$ cat config.mk
export PLATFORM = sky130hd
export DESIGN_NAME = color_bbox_tracker
export DESIGN_NICKNAME = d
export VERILOG_FILES = /design/src/rtl/color_bbox_tracker.sv
export SDC_FILE = /design/constraint.sdc
export NUM_CORES = 1
export LEC_CHECK = 0
export BUFFER_PORTS_ARGS = -buffer_cell sky130_fd_sc_hd__buf_2
export CORE_ASPECT_RATIO = 0.8
export CORE_MARGIN = 3
export CORE_UTILIZATION = 54
export CTS_BUF_LIST = sky130_fd_sc_hd__clkbuf_4 sky130_fd_sc_hd__clkbuf_8 sky130_fd_sc_hd__clkbuf_16
export CTS_CLUSTER_DIAMETER = 200
export DETAILED_ROUTE_END_ITERATION = 10
export GPL_TIMING_DRIVEN = 0
export PLACE_DENSITY = 0.79
export SLEW_MARGIN = 20
export SYNTH_ARGS = -nofsm -noshare
export SYNTH_HDL_FRONTEND = slang
export SYNTH_SLANG_ARGS = --single-unit
$ cat constraint.sdc
create_clock -name clk -period 10.1 [get_ports clk]
set_clock_uncertainty 0.15 [all_clocks]
set_input_delay 0 -clock clk [delete_from_list [all_inputs] [get_ports clk]]
set_output_delay 0 -clock clk [all_outputs]
set_load 0.02 [all_outputs]
$ cat src/rtl/color_bbox_tracker.sv
// color_bbox_tracker
//   Accumulates a bounding box and pixel count for blue and green pixels
//   during each frame's active region. On each falling edge of vsync, it
//   latches the boxes and centres for reporting, then clears the
//   accumulators for the next frame.
//
// Ports
//   clk, reset        : pixel clock, asynchronous active-high reset
//   hcount, vcount    : current pixel column (11 bits) / row (10 bits)
//   blank             : high outside the active region (pixels ignored)
//   vsync             : active-low vertical sync
//   is_blue, is_green : per-pixel colour-detect flags
//   <c>_xmin/xmax/ymin/ymax, <c>_cx/cy, <c>_valid : latched results per colour
//   frame_done        : one-cycle pulse when new results are latched
module color_bbox_tracker #(
    parameter int MIN_PIXELS = 64,
    parameter int CNT_W      = 20
) (
    input  logic        clk,
    input  logic        reset,
    input  logic [10:0] hcount,
    input  logic [9:0]  vcount,
    input  logic        blank,
    input  logic        vsync,
    input  logic        is_blue,
    input  logic        is_green,
    output logic [10:0] blue_xmin,
    output logic [10:0] blue_xmax,
    output logic [9:0]  blue_ymin,
    output logic [9:0]  blue_ymax,
    output logic [10:0] green_xmin,
    output logic [10:0] green_xmax,
    output logic [9:0]  green_ymin,
    output logic [9:0]  green_ymax,
    output logic [10:0] blue_cx,
    output logic [9:0]  blue_cy,
    output logic [10:0] green_cx,
    output logic [9:0]  green_cy,
    output logic        blue_valid,
    output logic        green_valid,
    output logic        frame_done
);

    typedef enum logic {ACCUM, LATCH} state_t;

    localparam logic [CNT_W-1:0] CNT_MAX = '1;
    localparam logic [CNT_W-1:0] MIN_CNT = CNT_W'(MIN_PIXELS);

    // Index 0 = blue, 1 = green.
    logic [10:0]      xmin_acc [2];
    logic [10:0]      xmax_acc [2];
    logic [9:0]       ymin_acc [2];
    logic [9:0]       ymax_acc [2];
    logic [CNT_W-1:0] cnt_acc  [2];

    logic [10:0] xmin_q [2];
    logic [10:0] xmax_q [2];
    logic [9:0]  ymin_q [2];
    logic [9:0]  ymax_q [2];
    logic [10:0] cx_q   [2];
    logic [9:0]  cy_q   [2];
    logic [1:0]  valid_q;

    state_t state;
    logic   vsync_d;
    logic   eof;
    logic   take;
    logic [1:0] hit;

    assign eof  = vsync_d & ~vsync;
    assign take = (state == ACCUM) && eof;
    assign hit  = {is_green, is_blue} & {2{~blank}};

    // Midpoints use one extra bit so the sum of two maxima cannot overflow.
    function automatic logic [10:0] mid11(input logic [10:0] a, input logic [10:0] b);
        logic [11:0] s;
        s = {1'b0, a} + {1'b0, b};
        return s[11:1];
    endfunction

    function automatic logic [9:0] mid10(input logic [9:0] a, input logic [9:0] b);
        logic [10:0] s;
        s = {1'b0, a} + {1'b0, b};
        return s[10:1];
    endfunction

    always_ff @(posedge clk or posedge reset) begin
        if (reset) begin
            state      <= ACCUM;
            vsync_d    <= 1'b1;
            frame_done <= 1'b0;
            valid_q    <= '0;
            for (int i = 0; i < 2; i++) begin
                xmin_acc[i] <= 11'd2047;
                xmax_acc[i] <= '0;
                ymin_acc[i] <= 10'd1023;
                ymax_acc[i] <= '0;
                cnt_acc[i]  <= '0;
                xmin_q[i]   <= '0;
                xmax_q[i]   <= '0;
                ymin_q[i]   <= '0;
                ymax_q[i]   <= '0;
                cx_q[i]     <= '0;
                cy_q[i]     <= '0;
            end
        end else begin
            vsync_d <= vsync;

            case (state)
                ACCUM: begin
                    if (eof) begin
                        state      <= LATCH;
                        frame_done <= 1'b1;
                    end
                end
                LATCH: begin
                    state      <= ACCUM;
                    frame_done <= 1'b0;
                end
                default: begin
                    state      <= ACCUM;
                    frame_done <= 1'b0;
                end
            endcase

            for (int i = 0; i < 2; i++) begin
                if (take) begin
                    // Clear takes priority: a pixel on the end-of-frame cycle is dropped.
                    if (cnt_acc[i] >= MIN_CNT) begin
                        valid_q[i] <= 1'b1;
                        xmin_q[i]  <= xmin_acc[i];
                        xmax_q[i]  <= xmax_acc[i];
                        ymin_q[i]  <= ymin_acc[i];
                        ymax_q[i]  <= ymax_acc[i];
                        cx_q[i]    <= mid11(xmin_acc[i], xmax_acc[i]);
                        cy_q[i]    <= mid10(ymin_acc[i], ymax_acc[i]);
                    end else begin
                        valid_q[i] <= 1'b0;
                        xmin_q[i]  <= '0;
                        xmax_q[i]  <= '0;
                        ymin_q[i]  <= '0;
                        ymax_q[i]  <= '0;
                        cx_q[i]    <= '0;
                        cy_q[i]    <= '0;
                    end
                    xmin_acc[i] <= 11'd2047;
                    xmax_acc[i] <= '0;
                    ymin_acc[i] <= 10'd1023;
                    ymax_acc[i] <= '0;
                    cnt_acc[i]  <= '0;
                end else if (hit[i]) begin
                    if (hcount < xmin_acc[i]) xmin_acc[i] <= hcount;
                    if (hcount > xmax_acc[i]) xmax_acc[i] <= hcount;
                    if (vcount < ymin_acc[i]) ymin_acc[i] <= vcount;
                    if (vcount > ymax_acc[i]) ymax_acc[i] <= vcount;
                    if (cnt_acc[i] != CNT_MAX) cnt_acc[i] <= cnt_acc[i] + 1'b1;
                end
            end
        end
    end

    assign blue_xmin   = xmin_q[0];
    assign blue_xmax   = xmax_q[0];
    assign blue_ymin   = ymin_q[0];
    assign blue_ymax   = ymax_q[0];
    assign blue_cx     = cx_q[0];
    assign blue_cy     = cy_q[0];
    assign blue_valid  = valid_q[0];
    assign green_xmin  = xmin_q[1];
    assign green_xmax  = xmax_q[1];
    assign green_ymin  = ymin_q[1];
    assign green_ymax  = ymax_q[1];
    assign green_cx    = cx_q[1];
    assign green_cy    = cy_q[1];
    assign green_valid = valid_q[1];

endmodule

* After elaboration in Yosys (flattened, before gate mapping) *
Index checks and enable logic that the tools add are counted.

word-level totals
  word-level logic and storage cells = 121
  flip-flop bits (word level) = 255
  output and inout port bits = 129
  input port bits = 27

operators by class
  reduce and logical (&&, ||, !) cells = 23
  bitwise logic cells = 5
  equality and inequality tests = 3
  add/sub/neg operators = 6
  $lt $le $gt $ge = 10
  mux-type cells = 48

operator list
  operator                                                                              count
  11-bit 2-to-1 mux                                                                     18
  10-bit 2-to-1 mux                                                                     18
  20-bit 2-to-1 mux                                                                     6
  20-bit by 1-bit adder with 20-bit output, second input constant                       2
  20-bit by 7-bit greater-or-equal comparator with 1-bit output, second input constant  2
  20-bit inequality test, second input constant                                         2
  11-bit by 11-bit adder with 12-bit output                                             2
  2-bit nonzero test                                                                    12
  10-bit by 10-bit adder with 11-bit output                                             2
  11-bit greater-than comparator                                                        2
  11-bit < comparator                                                                   2
  10-bit greater-than comparator                                                        2
  10-bit < comparator                                                                   2
  2-bit AND reduction                                                                   10
  1-bit 2-to-1 mux                                                                      4
  1-bit one-hot mux with 2 select lines                                                 2
  1-bit NOT                                                                             3
  2-bit AND                                                                             1
  2-bit inequality test, second input constant                                          1
  1-bit AND                                                                             1
  1-bit logical AND                                                                     1

* Logic depth before layout (Yosys ltp) *
  depth after elaboration = 5
  depth in mapped cells = 9
  mapped depth without buffers = 8

* Worst setup path after synthesis *
No wires, ideal clock.

  path kind = register -> register
  start = register vsync_d
  end = register cnt_acc[32] (netlist name)
  library setup time = 0.129 ns
  cell stages (with the launch flop) = 8
  path slack = 7.806 ns
  buffers on the path = 2
  required time = 9.821 ns
  arrival time = 2.014 ns
  clock period less this slack = 2.294 ns
  cells stage by stage = dfstp_2 > or3b_1 > buf_2 > buf_6 > a21o_1 > or4b_1 > xor2_1 > nor2_2

between the ends
  longest elaborated chain between the ends = 4
  elaborated cells between the ends (all ways) = 6
  classes of those cells = mux: 1; bitwise: 1; reduce/logical: 4

ends and longest elaborated chain
  what                                  line  text
  from (decl)                           65    logic vsync_d;
  from (signal assigned)                107   vsync_d <= vsync;
  1-bit AND *                           70    assign eof = vsync_d & ~vsync;
  1-bit logical AND *                   71    assign take = (state == ACCUM) && eof;
  2-bit nonzero test (no source line)   -
  2-bit AND reduction (no source line)  -
  to (signal, indexed assignment)       98    cnt_acc[i] <= '0;
  to (signal, indexed assignment)       150   cnt_acc[i] <= '0;
  to (decl)                             54    logic [CNT_W-1:0] cnt_acc [2];

Mark *: on every way between the ends. The rest lies on a longest branch, timed or not.
A chain may end at the register's enable or synchronous reset.

* Worst setup path in the final report *
  start = register xmax_acc[9] (netlist name)
  end = register xmax_acc[9] (netlist name)

between the ends
  longest elaborated chain between the ends = 3

ends and longest elaborated chain
  what                                  line  text
  from (decl)                           51    logic [10:0] xmax_acc [2];
  from (signal, indexed assignment)     95    xmax_acc[i] <= '0;
  from (signal, indexed assignment)     147   xmax_acc[i] <= '0;
  11-bit greater-than comparator        153   if (hcount > xmax_acc[i]) xmax_acc[i] <= hcount;
  2-bit nonzero test (no source line)   -
  2-bit AND reduction (no source line)  -

Every way passes these cells.

==> flow_summary.json <==
{
  "synthTopCellsByCount": "dfrtp_1 (212), nand2_1 (209), o21ai_0 (143), ha_1 (122), inv_1 (100)",
  "antenna_found_initial": 1,
  "fmax_mhz": 337,
  "multi_input_area_mm2": 0.00657,
  "startpoint_type": "flop",
  "crit_fanout": 10,
  "nFillCells": 1970,
  "slew_headroom": 0.423,
  "cts_htree_levels": 1,
  "fin_area_mm2": 0.0160,
  "rr_worst_depth": 10,
  "netlist_instances": 1422,
  "placementRows": 51,
  "worst_setup_path_end_kind": "flop",
  "clock_path_buffers": 3,
  "synth_mux_area_frac": 0.00806,
  "synth_compound_area_frac": 0.164,
  "dp_slack_ps": 7430,
  "clock_latency_ps": 530,
  "rsz0062_at_grt": "no",
  "grt_pass1_wl_um": 63600,
  "yosys_warnings": 0,
  "synth_edf_count": 0,
  "switching_share": 0.330,
  "cts_tree": "yes",
  "drive_gt1_frac": 0.170,
  "path_clk_slew_ps": 70,
  "maxCapViolations": 0,
  "power_uw": 3020,
  "p_comb_frac": 0.280,
  "coreArea_mm2": 0.0246,
  "wire_per_inst_um": 20.4,
  "critPathSlowestCell": "dlygate4sd3_1",
  "synth.net_count": 1575,
  "power.share.sequential": 0.396,
  "grt_max_degree": 105,
  "p_sw_uw": 995,
  "fin_crit_ps": 2960,
  "vias": 11900,
  "die_w_um": 184,
  "ys_ff_latch": 255,
  "synth_xor_xnor_area_share": 0.0398,
  "dieArea_mm2": 0.0272,
  "yosys.area_share.adder": 0.118,
  "maxSlewViolCount": 0,
  "grt_overflow": 0,
  "synth_area_leader_cell": "dfrtp_1",
  "leakagePower_uw": 0.00800,
  "cp_num_buf_inv": 3,
  "place_area_mm2": 0.0149,
  "final_nets": 1790,
  "num_io_pins": 156,
  "ant_nets": 0,
  "dpl.hpwl_um": 29500,
  "crit_arrival_ps": 3240,
  "via_per_inst": 6.03,
  "vdd_drop_max_uv": 121,
  "routed_wl_um": 40200,
  "root_buffer": "clkbuf_16",
  "drc_errors": 0,
  "tightest_slew_ps": 865,
  "syn-cell-area_mm2": 0.0137,
  "grt_pass1_vias": 11600,
  "dieHeight_um": 148,
  "finalSetupViolations": 0,
  "cpPeakStageDelay_ps": 590,
  "avgSynthCellArea_um2": 9.60,
  "whs_ps": 182,
  "cellPowerDensity_mw_per_mm2": 188,
  "cts.repair.resized": 0,
  "hold_viol": 0,
  "required_ps": 10370,
  "synth-simple-area-share": 0.151,
  "netlist-cell-type-count": 58,
  "ff_latch_area_mm2": 0.00643,
  "area_growth_pct": 17.5,
  "cts_buffers": 27,
  "async_reset_ff_frac": 1.00,
  "dr.first_iter.drc_count": 1101,
  "min_path_cells": 5,
  "netlist.area_leader.share": 0.389,
  "synth_most_common_cell": "dfrtp_1",
  "cts.sinks": 255,
  "port_buffers": 155,
  "start_util": 0.554,
  "worstPathCellList": "inv_1, ha_1, and3_1, nand4_1, o21ai_0, dlygate4sd3_1, a31oi_1, clkbuf_1, nand3_1, o31ai_1",
  "p_clk_frac": 0.324,
  "min_path_type": "primary input to flop",
  "dr.pass1.iters": 6,
  "p_int_uw": 2020,
  "fin_ws_ps": 7140,
  "synth_top_family_by_area": "compound AO/OA/AOI/OAI gates",
  "place.gp.congestion": 0.932,
  "status": "completed",
  "path_depth": 10,
  "grt_use_total": 0.293,
  "setup.worst_path.class": "flop to flop",
  "synth-main-ff-cell": "dfrtp_1",
  "cp_top_family": "buffers and inverters",
  "fin_crit_sh": 0.293,
  "diodes": 0,
  "synthTopCellsByArea": "dfrtp_1 (39%), ha_1 (11%), dfstp_2 (8.3%)",
  "tns_ps": 0,
  "yosysSeqAreaShare": 0.471
}
placed cells by master, fill, tap and decap left out, types with 43 or more instances in the layout:
master	netlist	layout
o21ai_0	143	143
a21oi_1	49	49
nor2_1	50	50
buf_2	10	165
clkbuf_1	50	50
ha_1	122	122
inv_1	100	99
dfrtp_1	212	212
dfstp_2	43	43
nand2_1	209	209
nand3_1	50	50
stage by stage:
stage,std cells,util
after floorplan,1422,-
after detailed placement,1897,0.605
after CTS,1975,0.652
after global placement,1895,0.602
after global routing,1975,0.652
final,1975,0.652
per-layer routing:
| metal | global-route usage | wire, um | up-vias |
|---|---|---|---|
| li1 | - | - | 5448 |
| met5 | 0 | 11 | - |
| met1 | 0.426 | 17400 | 5719 |
| met3 | 0.0570 | 3810 | 117 |
| met2 | 0.444 | 17500 | 615 |
| met4 | 0.101 | 1550 | 2 |
power groups by stage:
| stage | clock, uW | combinational, uW | sequential, uW |
|---|---|---|---|
| 2_1_floorplan | 0 | 606 | 1180 |
| 3_3_place_gp | 0 | 769 | 1210 |
| 3_5_place_dp | 0 | 812 | 1210 |
| 4_1_cts | 986 | 831 | 1190 |
| 5_1_grt | 1030 | 938 | 1200 |
| 6_report | 977 | 844 | 1200 |
final timing paths:
check                                         from                 endpoint  slack, ps
min                                       is_green   cnt_acc[0]$_DFFE_PP0P_        180
max reg2reg                xmax_acc[9]$_DFFE_PP0P_  xmax_acc[9]$_DFFE_PP0P_       7140
max                        xmax_acc[9]$_DFFE_PP0P_  xmax_acc[9]$_DFFE_PP0P_       7140
min reg2reg                        state$_DFF_PP0_   frame_done$_DFFE_PP0P_        300
min in group asynchronous                    reset  green_cy[2]$_DFFE_PP0P_        480
max in group asynchronous                    reset        vsync_d$_DFF_PP1_       8470
sequential cells by signal, indices dropped and copies added, names as in the netlist, 11 cells and up:
signal      count
green_xmax     11
ymin_acc       20
green_cx       11
blue_xmin      11
green_xmin     11
ymax_acc       20
blue_xmax      11
xmax_acc       22
xmin_acc       22
blue_cx        11
cnt_acc        40
worst register-to-register path: stages (launching register included):
cell and delay (ps):
dfrtp_1 390, inv_1 150, ha_1 270, and3_1 180, nand4_1 110, o21ai_0 90
dlygate4sd3_1 590, a31oi_1 280, clkbuf_1 390, nand3_1 140, o31ai_1 110
kinds of logic after synthesis:
logic type,Yosys count
simple gates,440
compound gates,361
flops,255
buf+inv,167
fa+ha+maj,126
xor+xnor,62
mux,11
timing repair:
item | CTS | global route
setup buffers | 0 | 0
hold buffers | 29 | 0
endpoints found under the hold margin | 308 | 0
cell type report:
| class | instances | share of cell area |
|---|---|---|
| Buffer | 64 | 0.0163 |
| Clock buffer | 42 | 0.0515 |
| Clock inverter | 7 | 0.00257 |
| Inverter | 103 | 0.0246 |
| Multi-Input combinational cell | 1000 | 0.409 |
| Sequential cell | 255 | 0.401 |
| Tap cell | 318 | 0.0248 |
| Timing Repair Buffer | 186 | 0.0699 |
No activity file was read; power rests on OpenSTA's default activity.
